==> config.mk <==
export PLATFORM = sky130hd
export DESIGN_NAME = mem_bus_sequencer_flat
export DESIGN_NICKNAME = d
export VERILOG_FILES = /design/src/rtl/mem_bus_sequencer_if.sv /design/src/rtl/mem_bus_sequencer.sv /design/src/flat_wrapper.sv
export SDC_FILE = /design/constraint.sdc
export NUM_CORES = 1
export LEC_CHECK = 0
export ABC_AREA = 1
export CAP_MARGIN = 15
export CORE_UTILIZATION = 42
export CTS_CLUSTER_SIZE = 40
export DETAILED_ROUTE_END_ITERATION = 7
export PLACE_DENSITY = 0.76
export SLEW_MARGIN = 30
export SYNTH_ARGS = -nofsm -noshare
export SYNTH_HDL_FRONTEND = slang
export SYNTH_SLANG_ARGS = --single-unit
==> constraint.sdc <==
create_clock -name i_clk -period 2.55 [get_ports i_clk]
set_input_delay 0.51 -clock i_clk [delete_from_list [all_inputs] [get_ports i_clk]]
set_output_delay 0.51 -clock i_clk [all_outputs]
set_load 0.005 [all_outputs]
==> src/rtl/mem_bus_sequencer_if.sv <==
// CPU-side transaction bus plus byte-wide submodule bus for mem_bus_sequencer.
// slave modport: the sequencer. master modport: the CPU / memory-map side.
interface mem_bus_sequencer_if #(
    parameter int NUM_SLAVES = 13,
    parameter int ADDR_W     = 32,
    parameter int BUS_BYTES  = 4
);
    // CPU bus
    logic [8*BUS_BYTES-1:0]  i_bus_data;
    logic [ADDR_W-1:0]       i_bus_address;
    logic                    i_bus_DV;
    logic [2:0]              i_bhw;
    logic                    i_write_notread;
    logic [8*BUS_BYTES-1:0]  o_bus_data;
    logic                    o_bus_DV;
    logic                    o_bus_err;
    logic                    o_busy;
    // submodule bus
    logic [ADDR_W-1:0]       o_sub_address;
    logic [7:0]              o_sub_data;
    logic                    o_sub_write;
    logic [NUM_SLAVES-1:0]   o_sub_request;
    logic [NUM_SLAVES-1:0]   i_slave_sel;
    logic [8*NUM_SLAVES-1:0] i_sub_data;
    logic [NUM_SLAVES-1:0]   i_sub_receive;

    modport slave (
        input  i_bus_data, i_bus_address, i_bus_DV, i_bhw, i_write_notread,
        output o_bus_data, o_bus_DV, o_bus_err, o_busy,
        output o_sub_address, o_sub_data, o_sub_write, o_sub_request,
        input  i_slave_sel, i_sub_data, i_sub_receive
    );

    modport master (
        output i_bus_data, i_bus_address, i_bus_DV, i_bhw, i_write_notread,
        input  o_bus_data, o_bus_DV, o_bus_err, o_busy,
        input  o_sub_address, o_sub_data, o_sub_write, o_sub_request,
        output i_slave_sel, i_sub_data, i_sub_receive
    );
endinterface

==> src/rtl/mem_bus_sequencer.sv <==
// Serialises one CPU bus transaction (1/2/4/8 bytes) into little-endian
// single-byte requests to byte-wide submodules, with per-byte timeout and
// error reporting. Interface parameters must match the module parameters.
module mem_bus_sequencer #(
    parameter int NUM_SLAVES = 13,
    parameter int ADDR_W     = 32,
    parameter int BUS_BYTES  = 4,
    parameter int TIMEOUT    = 1023
) (
    input  logic i_clk,
    input  logic i_rst,
    mem_bus_sequencer_if.slave bus
);
    localparam int DW = 8 * BUS_BYTES;
    localparam int IW = (NUM_SLAVES > 1) ? $clog2(NUM_SLAVES) : 1;
    localparam int TW = $clog2(TIMEOUT + 1);

    typedef enum logic [1:0] {IDLE, REQ, WAIT, DONE} state_t;

    state_t          state_q, state_d;
    logic [ADDR_W-1:0] addr_q, addr_d;
    logic [DW-1:0]   wdata_q, wdata_d;
    logic [7:0]      sub_data_q, sub_data_d;
    logic            write_q, write_d;
    logic [3:0]      nbytes_q, nbytes_d;
    logic [3:0]      k_q, k_d;
    logic [IW-1:0]   idx_q, idx_d;
    logic [TW-1:0]   tmo_q, tmo_d;
    logic [DW-1:0]   rdata_q, rdata_d;
    logic            err_q, err_d;

    logic            sel_any;
    logic [IW-1:0]   sel_idx;
    logic            recv;
    logic [7:0]      rbyte;
    logic            size_ok;
    logic [3:0]      size_bytes;
    logic            last;
    logic [DW-1:0]   wshift;
    logic [TW-1:0]   tmo_inc;

    // Slave decode (lowest set bit wins), selected slave's strobe/data, size check
    always_comb begin
        sel_any = |bus.i_slave_sel;
        sel_idx = '0;
        for (int i = NUM_SLAVES - 1; i >= 0; i--)
            if (bus.i_slave_sel[i]) sel_idx = IW'(i);
        recv  = 1'b0;
        rbyte = 8'h00;
        for (int i = 0; i < NUM_SLAVES; i++)
            if (idx_q == IW'(i)) begin
                recv  = bus.i_sub_receive[i];
                rbyte = bus.i_sub_data[8*i +: 8];
            end
        // 8 bytes cannot be encoded in three bits, so 3'b000 stands for 8 on wide buses
        size_bytes = (bus.i_bhw == 3'd0) ? 4'd8 : {1'b0, bus.i_bhw};
        size_ok    = (bus.i_bhw == 3'd1) || (bus.i_bhw == 3'd2) || (bus.i_bhw == 3'd4) ||
                     ((bus.i_bhw == 3'd0) && (BUS_BYTES == 8));
        last    = (4'(k_q + 4'd1) == nbytes_q);
        wshift  = wdata_q >> (8 * (int'(k_q) + 1));
        tmo_inc = tmo_q + 1'b1;
    end

    // Next-state and datapath updates
    always_comb begin
        state_d    = state_q;
        addr_d     = addr_q;
        wdata_d    = wdata_q;
        sub_data_d = sub_data_q;
        write_d    = write_q;
        nbytes_d   = nbytes_q;
        k_d        = k_q;
        idx_d      = idx_q;
        tmo_d      = tmo_q;
        rdata_d    = rdata_q;
        err_d      = err_q;
        case (state_q)
            IDLE: if (bus.i_bus_DV) begin
                addr_d     = bus.i_bus_address;
                wdata_d    = bus.i_bus_data;
                sub_data_d = bus.i_bus_data[7:0];
                write_d    = bus.i_write_notread;
                nbytes_d   = size_bytes;
                k_d        = 4'd0;
                rdata_d    = '0;
                err_d      = !size_ok;
                state_d    = size_ok ? REQ : DONE;
            end
            REQ: if (!sel_any) begin
                err_d   = 1'b1;
                rdata_d = '0;
                state_d = DONE;
            end else begin
                idx_d   = sel_idx;
                tmo_d   = '0;
                state_d = WAIT;
            end
            WAIT: if (recv) begin
                // receive beats a simultaneous timeout expiry
                if (!write_q)
                    for (int b = 0; b < BUS_BYTES; b++)
                        if (4'(b) == k_q) rdata_d[8*b +: 8] = rbyte;
                addr_d     = addr_q + 1'b1;
                k_d        = k_q + 4'd1;
                sub_data_d = wshift[7:0];
                state_d    = last ? DONE : REQ;
            end else begin
                tmo_d = tmo_inc;
                if (tmo_inc == TW'(TIMEOUT)) begin
                    err_d   = 1'b1;
                    rdata_d = '0;
                    state_d = DONE;
                end
            end
            DONE: state_d = IDLE;
            default: state_d = IDLE;
        endcase
    end

    // State and datapath registers
    always_ff @(posedge i_clk) begin
        if (i_rst) begin
            state_q    <= IDLE;
            addr_q     <= '0;
            wdata_q    <= '0;
            sub_data_q <= '0;
            write_q    <= 1'b0;
            nbytes_q   <= '0;
            k_q        <= '0;
            idx_q      <= '0;
            tmo_q      <= '0;
            rdata_q    <= '0;
            err_q      <= 1'b0;
        end else begin
            state_q    <= state_d;
            addr_q     <= addr_d;
            wdata_q    <= wdata_d;
            sub_data_q <= sub_data_d;
            write_q    <= write_d;
            nbytes_q   <= nbytes_d;
            k_q        <= k_d;
            idx_q      <= idx_d;
            tmo_q      <= tmo_d;
            rdata_q    <= rdata_d;
            err_q      <= err_d;
        end
    end

    // One-cycle request to the decoded slave while in REQ
    always_comb begin
        bus.o_sub_request = '0;
        for (int i = 0; i < NUM_SLAVES; i++)
            bus.o_sub_request[i] = (state_q == REQ) && sel_any && (sel_idx == IW'(i));
    end

    assign bus.o_bus_DV      = (state_q == DONE);
    assign bus.o_bus_err     = (state_q == DONE) && err_q;
    assign bus.o_busy        = (state_q != IDLE);
    assign bus.o_bus_data    = rdata_q;
    assign bus.o_sub_address = addr_q;
    assign bus.o_sub_data    = sub_data_q;
    assign bus.o_sub_write   = write_q;
endmodule

==> src/flat_wrapper.sv <==
// flat-port wrapper written by rule: the top's interface ports become plain ports
module mem_bus_sequencer_flat 
#(
    parameter int NUM_SLAVES = 13,
    parameter int ADDR_W     = 32,
    parameter int BUS_BYTES  = 4,
    parameter int TIMEOUT    = 1023
)
  (i_clk, i_rst, bus_i_bus_data, bus_i_bus_address, bus_i_bus_DV, bus_i_bhw, bus_i_write_notread, bus_o_bus_data, bus_o_bus_DV, bus_o_bus_err, bus_o_busy, bus_o_sub_address, bus_o_sub_data, bus_o_sub_write, bus_o_sub_request, bus_i_slave_sel, bus_i_sub_data, bus_i_sub_receive);
  mem_bus_sequencer_if #(.NUM_SLAVES(NUM_SLAVES), .ADDR_W(ADDR_W), .BUS_BYTES(BUS_BYTES)) bus_i ();
  input  logic i_clk;
  input  logic i_rst;
  input wire logic [$bits(bus_i.i_bus_data)-1:0] bus_i_bus_data;
  input wire logic [$bits(bus_i.i_bus_address)-1:0] bus_i_bus_address;
  input wire logic [$bits(bus_i.i_bus_DV)-1:0] bus_i_bus_DV;
  input wire logic [$bits(bus_i.i_bhw)-1:0] bus_i_bhw;
  input wire logic [$bits(bus_i.i_write_notread)-1:0] bus_i_write_notread;
  output wire logic [$bits(bus_i.o_bus_data)-1:0] bus_o_bus_data;
  output wire logic [$bits(bus_i.o_bus_DV)-1:0] bus_o_bus_DV;
  output wire logic [$bits(bus_i.o_bus_err)-1:0] bus_o_bus_err;
  output wire logic [$bits(bus_i.o_busy)-1:0] bus_o_busy;
  output wire logic [$bits(bus_i.o_sub_address)-1:0] bus_o_sub_address;
  output wire logic [$bits(bus_i.o_sub_data)-1:0] bus_o_sub_data;
  output wire logic [$bits(bus_i.o_sub_write)-1:0] bus_o_sub_write;
  output wire logic [$bits(bus_i.o_sub_request)-1:0] bus_o_sub_request;
  input wire logic [$bits(bus_i.i_slave_sel)-1:0] bus_i_slave_sel;
  input wire logic [$bits(bus_i.i_sub_data)-1:0] bus_i_sub_data;
  input wire logic [$bits(bus_i.i_sub_receive)-1:0] bus_i_sub_receive;
  assign bus_i.i_bus_data = bus_i_bus_data;
  assign bus_i.i_bus_address = bus_i_bus_address;
  assign bus_i.i_bus_DV = bus_i_bus_DV;
  assign bus_i.i_bhw = bus_i_bhw;
  assign bus_i.i_write_notread = bus_i_write_notread;
  assign bus_o_bus_data = bus_i.o_bus_data;
  assign bus_o_bus_DV = bus_i.o_bus_DV;
  assign bus_o_bus_err = bus_i.o_bus_err;
  assign bus_o_busy = bus_i.o_busy;
  assign bus_o_sub_address = bus_i.o_sub_address;
  assign bus_o_sub_data = bus_i.o_sub_data;
  assign bus_o_sub_write = bus_i.o_sub_write;
  assign bus_o_sub_request = bus_i.o_sub_request;
  assign bus_i.i_slave_sel = bus_i_slave_sel;
  assign bus_i.i_sub_data = bus_i_sub_data;
  assign bus_i.i_sub_receive = bus_i_sub_receive;
  mem_bus_sequencer #(.NUM_SLAVES(NUM_SLAVES), .ADDR_W(ADDR_W), .BUS_BYTES(BUS_BYTES), .TIMEOUT(TIMEOUT)) u_core (.i_clk(i_clk), .i_rst(i_rst), .bus(bus_i));
endmodule
---- Yosys cells after proc, flatten, opt, wreduce, memory -nomap -nowiden ----
Cells that the tools add are included.
cells by class
  add/subtract/negate cells ............... 4
  equal/unequal tests ..................... 47
  shift operators ......................... 1
  multiplexer cells ....................... 74
  reduce and logical (&&, ||, !) cells .... 38
operators with widths
  kind                   count
  $mux 32                7
  $mux 8                 19
  $pmux 32 s3            1
  $mux 4                 16
  $pmux 32 s2            1
  $eq 4x4->1 const B     10
  $add 32x1->32 const B  1
  $eq 4x3->1 const B     8
  $shr 32x32->8          1
  $reduce_and 6->1       4
  $mux 10                2
  $pmux 10 s2            1
  $mux 1                 18
  $eq 4x2->1 const B     4
  $pmux 8 s2             1
  $logic_and 1x1->1      15
  $ne 3x3->1 const B     5
  $reduce_or 13->1       1
  $logic_not 4->1        3
  $add 10x1->10 const B  1
  $eq 10x10->1 const B   1
  $mux 2                 5
  $eq 2x4->1 const A     2
  $eq 4x1->1 const B     2
  24 further kinds       35
word-level totals
  register bits ........................... 130
  input bits .............................. 201
  output and inout port bits .............. 89

---- Logic depth before layout (Yosys ltp) ----
Gate-level depths: netlist of the first run.
  depth in word-level cells ............... 18
  gate-level depth with buffers ........... 18

---- Worst setup path before layout of the first run ----
No wires, ideal clock.
  path type ............................... register to register
  start point ............................. register u_core.state_q[0]
  end point ............................... register u_core.addr_q[6], in the netlist u_core.bus.o_sub_address[6]
  library setup time ...................... 115 ps
  arrival time ............................ 2105 ps
  required time ........................... 2435 ps
  slack ................................... 330 ps
  cell stages (with the launch flop) ...... 10
  path buffers ............................ 2
  period minus slack after synthesis ...... 2220 ps
  path through ............................ dfxtp_1 inv_1 ha_1 inv_1 buf_1 clkbuf_1 mux2i_1 nand3_2 nand2_1 nor2_1
between the ends
  cells in the longest elaborated chain, start to end .. 3
  elaborated cells on any way between the ends .. 7
RTL lines
  item                                                  RTL line                  source
  start, declared                                       mem_bus_sequencer.sv:20   state_t state_q, state_d;
  start signal, assigned                                mem_bus_sequencer.sv:135  state_q <= state_d;
  $eq 2x2->1 / $logic_not 2->1 (equally long branches)  mem_bus_sequencer.sv:77   case (state_q)
  $ne 2x1->1 (no source line) (tied with other cells)   --
  $reduce_and 3->1 (no source line)                     --
  end signal, assigned                                  mem_bus_sequencer.sv:136  addr_q <= addr_d;
  end, declared                                         mem_bus_sequencer.sv:21   logic [ADDR_W-1:0] addr_q, addr_d;
Parallel ways exist; a longest one is shown, timed or not.
A chain may end at the register's enable or synchronous reset.

---- Worst setup path in the final report of the first run ----
  start point ............................. register u_core.state_q[0]
  end point ............................... output port bus_o_busy
between the ends
  cells in the longest elaborated chain, start to end .. 1
RTL lines
  item               RTL line                  source
  $reduce_bool 2->1  mem_bus_sequencer.sv:158  assign bus.o_busy = (state_q != IDLE);
  end, declared      flat_wrapper.sv:21        output wire logic [$bits(bus_i.o_busy)-1:0] bus_o_busy;
Every way passes these cells.

==> run_results.csv, run 1 <==
group,metric,value,unit
placed_design,place_area,0.0115,mm2
sta,rsz0062_at_grt,"yes",
pwr,p_per_area,943,mW/mm2
global_route,grt_use_total,26.9,%
clocking,tritoncts,"built",
placed_design,routabilityCongestion,0.900,
worst_setup_path,r2r_end,"u_core.bus.o_sub_address[30]",
synthesis,syn-instance-count,1235,
worst_setup_path,cp_max_fo,7,
min_path,hp-class,"reg -> reg",
layout,areaGrowthSynthToFinish,51.5,%
job,drv_cap,0,
routing,drc,0,
synthesis,syn_nets,1447,
clocking,root_buffer,"clkbuf_16",
die,chipWidth,141,um
routing,dr_wl_met3,1.74,mm
routing,dr.max_layer_used,"met4",
synthesis,synth_edf_count,0,
worst_setup_path,crit_path_end_kind,"output port",
layout,fin_area,0.0123,mm2
pwr,power_leakage,5.29,nW
sta,worst_pin_slew,0.602,ns
routing,routed_wl,27.5,mm
placed_design,dpl.hpwl,20.9,mm
global_route,antenna_found_initial,0,
routing,ant_nets,0,
outcome,status,"finished, final reports clean",
synthesis,ys_warn_count,0,
die,core_area,0.0188,mm2
layout,final_cell_mix,"nand2_1 (302), clkdlybuf4s50_1 (263), nor2_1 (180)",
global_route,grt_pass1_vias,8496,
worst_setup_path,rrSetupSlack,0.13,ns
layout,final_cells,1808,
min_path,worstHoldPathCells,2,
routing,dr.pass1.iters,5,
die,num_rows,50,
global_route,grt_overflow,0,
clocking,clk_latency,0.42,ns
synthesis,synth_ff_type,"dfxtp_1",
min_path,hold_start,"u_core.wdata_q[23]",
sta,finalClockSkew,0.0104,ns
worst_setup_path,cp-start-kind,"flip-flop",
worst_setup_path,cp.required,2.04,ns
sta,setup_viol,0,
routing,drt_iter0_drc,488,
routing,vias,9210,
synthesis,synthTopCellsByArea,"dfxtp_1 (30%), nand2_1 (14%), nor2_1 (8.7%)",
clocking,htreeDepth,4,
worst_setup_path,ff2ff_path_depth,14,
sta,fin_crit,2.46,ns
layout,layout_commonest_cell,"nand2_1",
placed_design,port-buffer-count,289,
routing,routedWlPerCell,15.2,um
die,initial_core_util,43.1,%
synthesis,yosysTopAreaCell,"dfxtp_1",
global_route,grt_max_degree,44,
synthesis,synth_top_area_share,30.2,%
clocking,cts_hold_buffers,0,
synthesis,synth-seq-cells,122,
synthesis,syn_area,0.00809,mm2
sta,max_slew_margin,59.5,%
sta,fin_crit_sh,96.6,%
pwr,peakVddDrop,589,uV
routing,wl_met1,11.1,mm
sta,hold_violations,0,
synthesis,avgSynthCellArea,6.55,um2
layout,n_antenna_cell,0,
clocking,clkTransAtPathRegs,0.06,ns
worst_setup_path,cp.arrival,1.95,ns
layout,fin_nets,1773,
die,io_pins,290,
clocking,cts_buffers,17,
sta,report.final.slew_viol_count,0,
clocking,cts_buffer_depth,2,
placed_design,dp.cells,1763,
global_route,grt_pass1_wl,42.2,mm
die,dieArea,0.0198,mm2
sta,fmax,0.406,GHz
synthesis,synth.distinct_cells,46,
worst_setup_path,r2r-start,"u_core.bus.o_sub_address[0]",
synthesis,async_reset_ff_share,0,%
synthesis,yosysSeqAreaShare,30.2,%
layout,drive_above_1_share,16.3,%
min_path,hold_path_end,"u_core.wdata_q[23]",
routing,viasPerCell,5.09,
die,die_h,141,um
routing,wl_met2,13.6,mm
worst_setup_path,crit_type,"reg -> out",
clocking,clock_sinks,122,
[what timing repair did]
item,in CTS,in global routing
setup endpoints to repair,14,60
hold endpoints to repair,0,0
setup buffers,8,5
cloned,0,0
resized for setup,58,40
pin swaps,10,23
[how the worst max path moves through the flow]
stage	start	cells past startpoint	slack (ns)	endpoint
6_report	u_core.state_q[0]	4	0.09	bus_o_busy
4_1_cts	bus_i_slave_sel[11]	12	-0.01	bus_o_sub_request[12]
3_3_place_gp	bus_i_slave_sel[10]	11	-0.56	bus_o_sub_request[12]
3_5_place_dp	bus_i_slave_sel[10]	11	-0.62	bus_o_sub_request[12]
5_1_grt	u_core.state_q[1]	7	-0.1	bus_o_sub_request[2]
2_1_floorplan	u_core.state_q[0]	9	0.33	u_core.bus.o_sub_address[6]
[where the power goes]
part | switching [mW] | leakage [nW] | internal, mW
clock network | 0.958 | 0.285 | 1.48
registers | 0.492 | 1.00 | 2.48
logic | 3.47 | 4.00 | 2.67
[layout make-up]
class                           instances  area [um2]
Sequential cell                       122        2440
Timing Repair Buffer                  358        3410
Fill cell                            1680        6510
Inverter                              129         484
Clock inverter                         14         158
Multi-Input combinational cell        933        5020
Clock buffer                           18         439
Tap cell                              234         293
[state kept, by name, indices dropped and copies added (netlist names)]
name	cells
u_core.err_q	1
u_core.bus.o_sub_data	8
u_core.wdata_q	24
u_core.tmo_q	10
u_core.bus.o_bus_data	32
u_core.bus.o_sub_address	32
u_core.bus.o_sub_write	1
u_core.k_q	4
u_core.idx_q	4
u_core.nbytes_q	4
u_core.state_q	2
[layer usage]
layer | up-vias | track usage (%)
met5 | - | 0
met4 | 0 | 12.7
met3 | 66 | 5.40
met2 | 330 | 48.6
met1 | 4166 | 30.2
li1 | 4648 | -
[cells by family (layout without fill, tap and decap cells)]
kind of cell | count (synthesis) | in the layout | synth area share (%)
compound gates | 171 | 171 | 12.5
xor+xnor | 39 | 39 | 4.22
fa+ha+maj | 11 | 11 | 1.70
buf+inv | 180 | 519 | 9.57
flops | 122 | 122 | 30.2
mux | 12 | 12 | 1.48
simple gates | 700 | 700 | 40.3
[cell usage after synthesis (2+ instances only)]
library cell / n
nand2_1: 311
nor2_1: 188
dfxtp_1: 122
inv_1: 117
a21oi_1: 69
nand3_1: 69
o21ai_0: 58
nand4_1: 31
xor2_1: 30
nand3_2: 25
a21oi_2: 24
clkbuf_1: 24
nor3_1: 20
or2_2: 18
buf_2: 13
mux2i_1: 12
ha_1: 11
inv_2: 9
xnor2_1: 9
nor2_2: 7
buf_4: 6
nor2_4: 6
nor4_1: 5
o221ai_1: 5
a211oi_1: 4
buf_1: 4
nand2_4: 4
nand4_4: 4
a31oi_1: 3
buf_12: 3
clkinv_1: 3
a21boi_0: 2
a221oi_1: 2
nand2_2: 2
nand4_2: 2
nor3_2: 2
or2_1: 2
[worst max-delay path: stages, from the launching register on]
cell,delay (ns)
dfxtp_1,0.39
inv_1,0.11
ha_1,0.31
inv_1,0.17
clkdlybuf4s50_1,0.55
[metrics by stage]
stage / TNS [ns] / power, mW / util [%] / hold slack (ns) / setup WS, ns
2_1_floorplan: 0 / 6.80 / - / 0.423 / 0.330
3_3_place_gp: -6.56 / 8.91 / 61.0 / 0.442 / -0.557
3_5_place_dp: -7.27 / 9.04 / 61.0 / 0.438 / -0.622
4_1_cts: -0.0129 / 11.5 / 64.5 / 0.448 / -0.0129
5_1_grt: -0.143 / 12.4 / 65.3 / 0.480 / -0.0999
6_report: 0 / 11.6 / 65.3 / 0.444 / 0.0878
No activity file was read; power rests on OpenSTA's default activity.
==> inputs of run 2 (changes only) <==
- MAX_ROUTING_LAYER: not set -> met4
==> run 2 against run 1 <==
Sequential power about the same. Non-clock buffer count is 3 lower. Final cell count shrank 0.22%. Sequential share of layout area barely moved. Count of clock-buffer cells in the layout grew 2. Register-to-register slack gained 0.02 ns. Maximum frequency down 0.81%. Die area did not move. Clock skew increased by 0.0010 ns. Sequential cell count unchanged. Highest routed layer unchanged. First-iteration DRC count rose by 29%. Utilization increased by 0.060 points.
==> run_results.csv, run 2 (synthesis results as in run 1) <==
group,metric,value,unit
worst_setup_path,path_cells,"dlygate4sd2_1 > o311ai_2 > nand3_1 > nand3_2 > inv_1 > nor2_2 > inv_2 > buf_4 > nor3_2 > buf_2",
worst_setup_path,cp.buffers_inverters,5,
routing,routedWlPerCell,15.3,um
layout,drive_above_1_share,16.1,%
layout,final_cell_mix,"nand2_1 (303), clkdlybuf4s50_1 (263), nor2_1 (173)",
sta,fin_crit_sh,97.3,%
die,core_area,0.0188,mm2
clocking,clkTransAtPathRegs,0.06,ns
placed_design,dpl.hpwl,20.9,mm
worst_setup_path,cp_max_fo,3,
pwr,power_leakage,5.25,nW
sta,setup_viol,0,
die,chipWidth,141,um
sta,hold_violations,0,
worst_setup_path,critPathSlowestCell,"o311ai_2",
die,num_rows,50,
worst_setup_path,cp-start-kind,"input pin",
layout,n_antenna_cell,0,
layout,final_cells,1804,
global_route,antenna_found_initial,0,
pwr,peakVddDrop,545,uV
clocking,htreeDepth,4,
worst_setup_path,max_stage_delay,0.30,ns
placed_design,dp.cells,1761,
worst_setup_path,cp.required,2.04,ns
sta,worst_pin_slew,0.561,ns
sta,max_slew_margin,62.2,%
global_route,grt_overflow,0,
sta,fin_crit,2.48,ns
die,initial_core_util,43.1,%
sta,report.final.slew_viol_count,0,
placed_design,port-buffer-count,289,
die,die_h,141,um
sta,finalClockSkew,0.0115,ns
pwr,total_power,11.6,mW
global_route,grt_pass1_vias,8681,
layout,layout_commonest_cell,"nand2_1",
routing,drt_iter0_drc,631,
worst_setup_path,crit_type,"in -> out",
die,io_pins,290,
layout,fin_nets,1770,
routing,dr.pass1.iters,5,
clocking,clk_latency,0.42,ns
global_route,grt_max_degree,41,
routing,drc,0,
clocking,root_buffer,"clkbuf_16",
routing,routed_wl,27.6,mm
pwr,p_per_area,946,mW/mm2
routing,ant_nets,0,
clocking,cts_buffer_depth,2,
clocking,cts_hold_buffers,0,
placed_design,routabilityCongestion,0.915,
placed_design,pre_cts_ws,-0.573,ns
sta,fmax,0.403,GHz
job,drv_cap,0,
sta,layout_setup_ws,0.0677,ns
worst_setup_path,crit_family,"buffers and inverters",
global_route,grt_use_total,28.4,%
min_path,hp-class,"reg -> reg",
worst_setup_path,cp.arrival,1.97,ns
clocking,clock_sinks,122,
routing,viasPerCell,5.10,
outcome,status,"finished, final reports clean",
sta,whs,0.457,ns
clocking,tritoncts,"built",
worst_setup_path,crit_path_end_kind,"output port",
layout,areaGrowthSynthToFinish,51.6,%
die,dieArea,0.0198,mm2
global_route,grt_pass1_wl,43.4,mm
clocking,cts_buffers,17,
routing,vias,9197,
[run 2: cell count changes in the layout (fill, tap and decap cells not counted), sizes merged, moves of 2 or more]
cell	previous run	this run
inv	133	127
clkinvlp	3	5
buf	78	74
clkbuf	21	23
clkdlybuf4s15	0	4
dlymetal6s2s	6	3
[run 2: worst min-delay path, cell delays in order (launching register included)]
cell     delay, ns
dfxtp_1       0.31
inv_1         0.05
a21oi_1       0.05
[run 2: final timing paths]
path                                     from                           end  slack, ns  depth (start not counted)
hold / removal             u_core.wdata_q[15]            u_core.wdata_q[15]       0.46                          2
setup / recovery           bus_i_slave_sel[7]         bus_o_sub_request[12]       0.07                         10
setup reg to reg  u_core.bus.o_sub_address[1]  u_core.bus.o_sub_address[30]       0.15                         14
hold reg to reg            u_core.wdata_q[15]            u_core.wdata_q[15]       0.46                          2
[run 2: through the flow]
stage                     setup TNS, ns  cell area (um2)  util [%]
after floorplan                       0             8090         -
after global placement            -7.87            11400      61.0
after detailed placement          -8.61            11400      61.0
after CTS                      -0.00339            12100      64.7
after global routing            -0.0638            12300      65.4
final                                 0            12300      65.4
[run 2: timing repair]
| action | CTS | global route |
|---|---|---|
| gates resized for setup | 56 | 47 |
| pin swaps | 11 | 19 |
| setup buffers | 9 | 3 |
| setup endpoints to repair | 13 | 72 |
[run 2: routing by layer]
layer | share of wire (%) | track usage [%] | routed length [um]
met5 | 0 | - | 0
met4 | 3.1 | 11.7 | 846
met3 | 6.0 | 5.81 | 1660
met2 | 49 | 49.1 | 13600
met1 | 42 | 31.8 | 11500
[run 2: power breakdown]
group | switching (mW) | leakage (nW) | internal (mW)
Clock | 0.871 | 0.280 | 1.58
Combinational | 3.50 | 3.96 | 2.68
Sequential | 0.492 | 1.00 | 2.48
Total | 4.86 | 5.25 | 6.74
[run 2: area by class of cell]
cell class	count	area (um2)
clock buffers	20	457
clock inverters	11	146
fillers	1630	6500
inverters	129	484
multi-input cells	933	5040
flip-flops and latches	122	2440
well taps	234	293
repair buffers	355	3400
==> RTL change: new RTL, config.mk and constraints of run 1 <==
`ADDR_W` is set to 32 in 3 places; all go to 48.
--- a/src/rtl/mem_bus_sequencer_if.sv
+++ b/src/rtl/mem_bus_sequencer_if.sv
@@ -2,7 +2,7 @@
 // slave modport: the sequencer. master modport: the CPU / memory-map side.
 interface mem_bus_sequencer_if #(
     parameter int NUM_SLAVES = 13,
-    parameter int ADDR_W     = 32,
+    parameter int ADDR_W     = 48,
     parameter int BUS_BYTES  = 4
 );
     // CPU bus
--- a/src/rtl/mem_bus_sequencer.sv
+++ b/src/rtl/mem_bus_sequencer.sv
@@ -3,7 +3,7 @@
 // error reporting. Interface parameters must match the module parameters.
 module mem_bus_sequencer #(
     parameter int NUM_SLAVES = 13,
-    parameter int ADDR_W     = 32,
+    parameter int ADDR_W     = 48,
     parameter int BUS_BYTES  = 4,
     parameter int TIMEOUT    = 1023
 ) (
--- a/src/flat_wrapper.sv
+++ b/src/flat_wrapper.sv
@@ -2,7 +2,7 @@
 module mem_bus_sequencer_flat 
 #(
     parameter int NUM_SLAVES = 13,
-    parameter int ADDR_W     = 32,
+    parameter int ADDR_W     = 48,
     parameter int BUS_BYTES  = 4,
     parameter int TIMEOUT    = 1023
 )
Interface: changed (resized bus_i_bus_address and bus_o_sub_address); port bits go from 290 to 322. The function was not compared with the original's and may differ.
==> RTL change against run 1 <==
- sequential cell count increased by 16
- clock skew grew 0.0077 ns
- cell count increased by 19%
- total power grew 17%
- synthesized area up 14%
- setup slack lost 0.0029 ns
- core utilization is 0.15 points lower
- final area grew 13%
- sequential power rose by 18%
- synthesized cell count rose by 21%
- die area rose by 14%
- sequential share of layout area barely moved
- non-clock buffer count grew 48
- routed wire length grew 20%
- largest cell class unchanged
- highest routed layer unchanged
==> RTL change: results (changes against run 1) <==
INFO  metric outcome = completed
INFO  metric grt_start_max_net_pins = 54 (+23%)
INFO  metric final_layout_size_suffix_gt1_frac = 0.120 (-0.0427)
INFO  metric groute.layer.met3.usage = 0.0564 (+0.00236)
INFO  metric period_utilisation_layout = 0.967 (+0.00114)
INFO  metric initial_antenna_violation_count = 1 (+1)
INFO  metric vdd.ir_drop.worst = 760 uV (+29%)
INFO  metric reg2reg_depth = 13 (-1)
INFO  metric fin_nets = 2,082 (+17%)
INFO  metric parity_gate_share_of_the_synthesized_area_counting_xor_and_xnor_cells = 0.0475 (+0.00529)
INFO  metric detail_route.vias_per_cell = 5.18 (+1.7%)
INFO  metric holdCritStartpoint = u_core.wdata_q[14]$_SDFFE_PP0P_
INFO  metric synth_compound_gate_area_share = 0.116 (-0.00864)
INFO  metric gr-usage-all-layers = 0.289 (+0.0198)
INFO  metric globalRouteMet1Util = 0.355 (+0.0532)
INFO  metric synth_common_cells = 386 x sky130_fd_sc_hd__nand2_1, 246 x sky130_fd_sc_hd__nor2_1, 154 x sky130_fd_sc_hd__inv_1, 138 x sky130_fd_sc_hd__dfxtp_1, 133 x sky130_fd_sc_hd__nand3_1
INFO  metric detailroute.via_count = 11,100 (+21%)
INFO  metric global_route.usage.met2 = 0.494 (+0.00773)
INFO  metric synth_fa_ha_area_frac = 0.0149 (-0.00208)
INFO  metric netlist_instances = 1,491 (+21%)
INFO  metric gpl.final_weighted_congestion = 0.996 (+11%)
INFO  metric filler_cell_count = 1,882 (+12%)
INFO  metric total_leakage_power = 6.03 nW (+14%)
INFO  metric finClkSkew = 0.0181 ns (+0.00767 ns)
INFO  metric yosys-mux-area-fraction = 0.0195 (+0.00470)
INFO  metric max-slew-margin-rel = 0.574 (-0.0214)
INFO  metric hpwl = 25,100 um (+20%)
INFO  metric grt_pass1_wl = 51,400 um (+22%)
INFO  metric synth.net_count = 1,719 (+19%)
INFO  metric critical_path_peak_fanout = 3 (-4)
INFO  metric timing.rr.start = u_core.bus.o_sub_address[1]$_SDFFE_PP0P_
INFO  metric r2r_setup_slack = 0.20 ns (+0.07 ns)
INFO  metric endpoint = bus_o_sub_request[4]
INFO  metric reg2reg_to = u_core.bus.o_sub_address[38]$_SDFFE_PP0P_
RTL change: timing repair:
item                       4_1_cts  5_1_grt
hold buffers                     0        0
setup buffers                    7        3
pin swaps                        8       10
gates resized for setup         48       40
gates cloned                     0        0
setup endpoints to repair       13      103
RTL change: power by group:
group / switching, mW / internal (mW) / total [mW]
clock: 1.09 / 1.28 / 2.37
sequential: 0.648 / 2.88 / 3.52
combinational: 4.22 / 3.42 / 7.64
total: 5.96 / 7.58 / 13.5
RTL change: metrics by stage:
step / total power [mW] / instance area [sq um]
after floorplan: 7.93 / 9220
after global placement: 10.9 / 13200
after detailed placement: 11.1 / 13200
after CTS: 13.5 / 13800
after global routing: 14.6 / 13900
final: 13.5 / 13900
RTL change: layout make-up:
cell class / count / area share
Multi-Input combinational cell: 1127 / 0.410
Tap cell: 275 / 0.0248
Clock buffer: 17 / 0.0307
Timing Repair Buffer: 406 / 0.281
Antenna cell: 1 / 0.000180
Clock inverter: 15 / 0.00938
Sequential cell: 138 / 0.200
Inverter: 164 / 0.0444
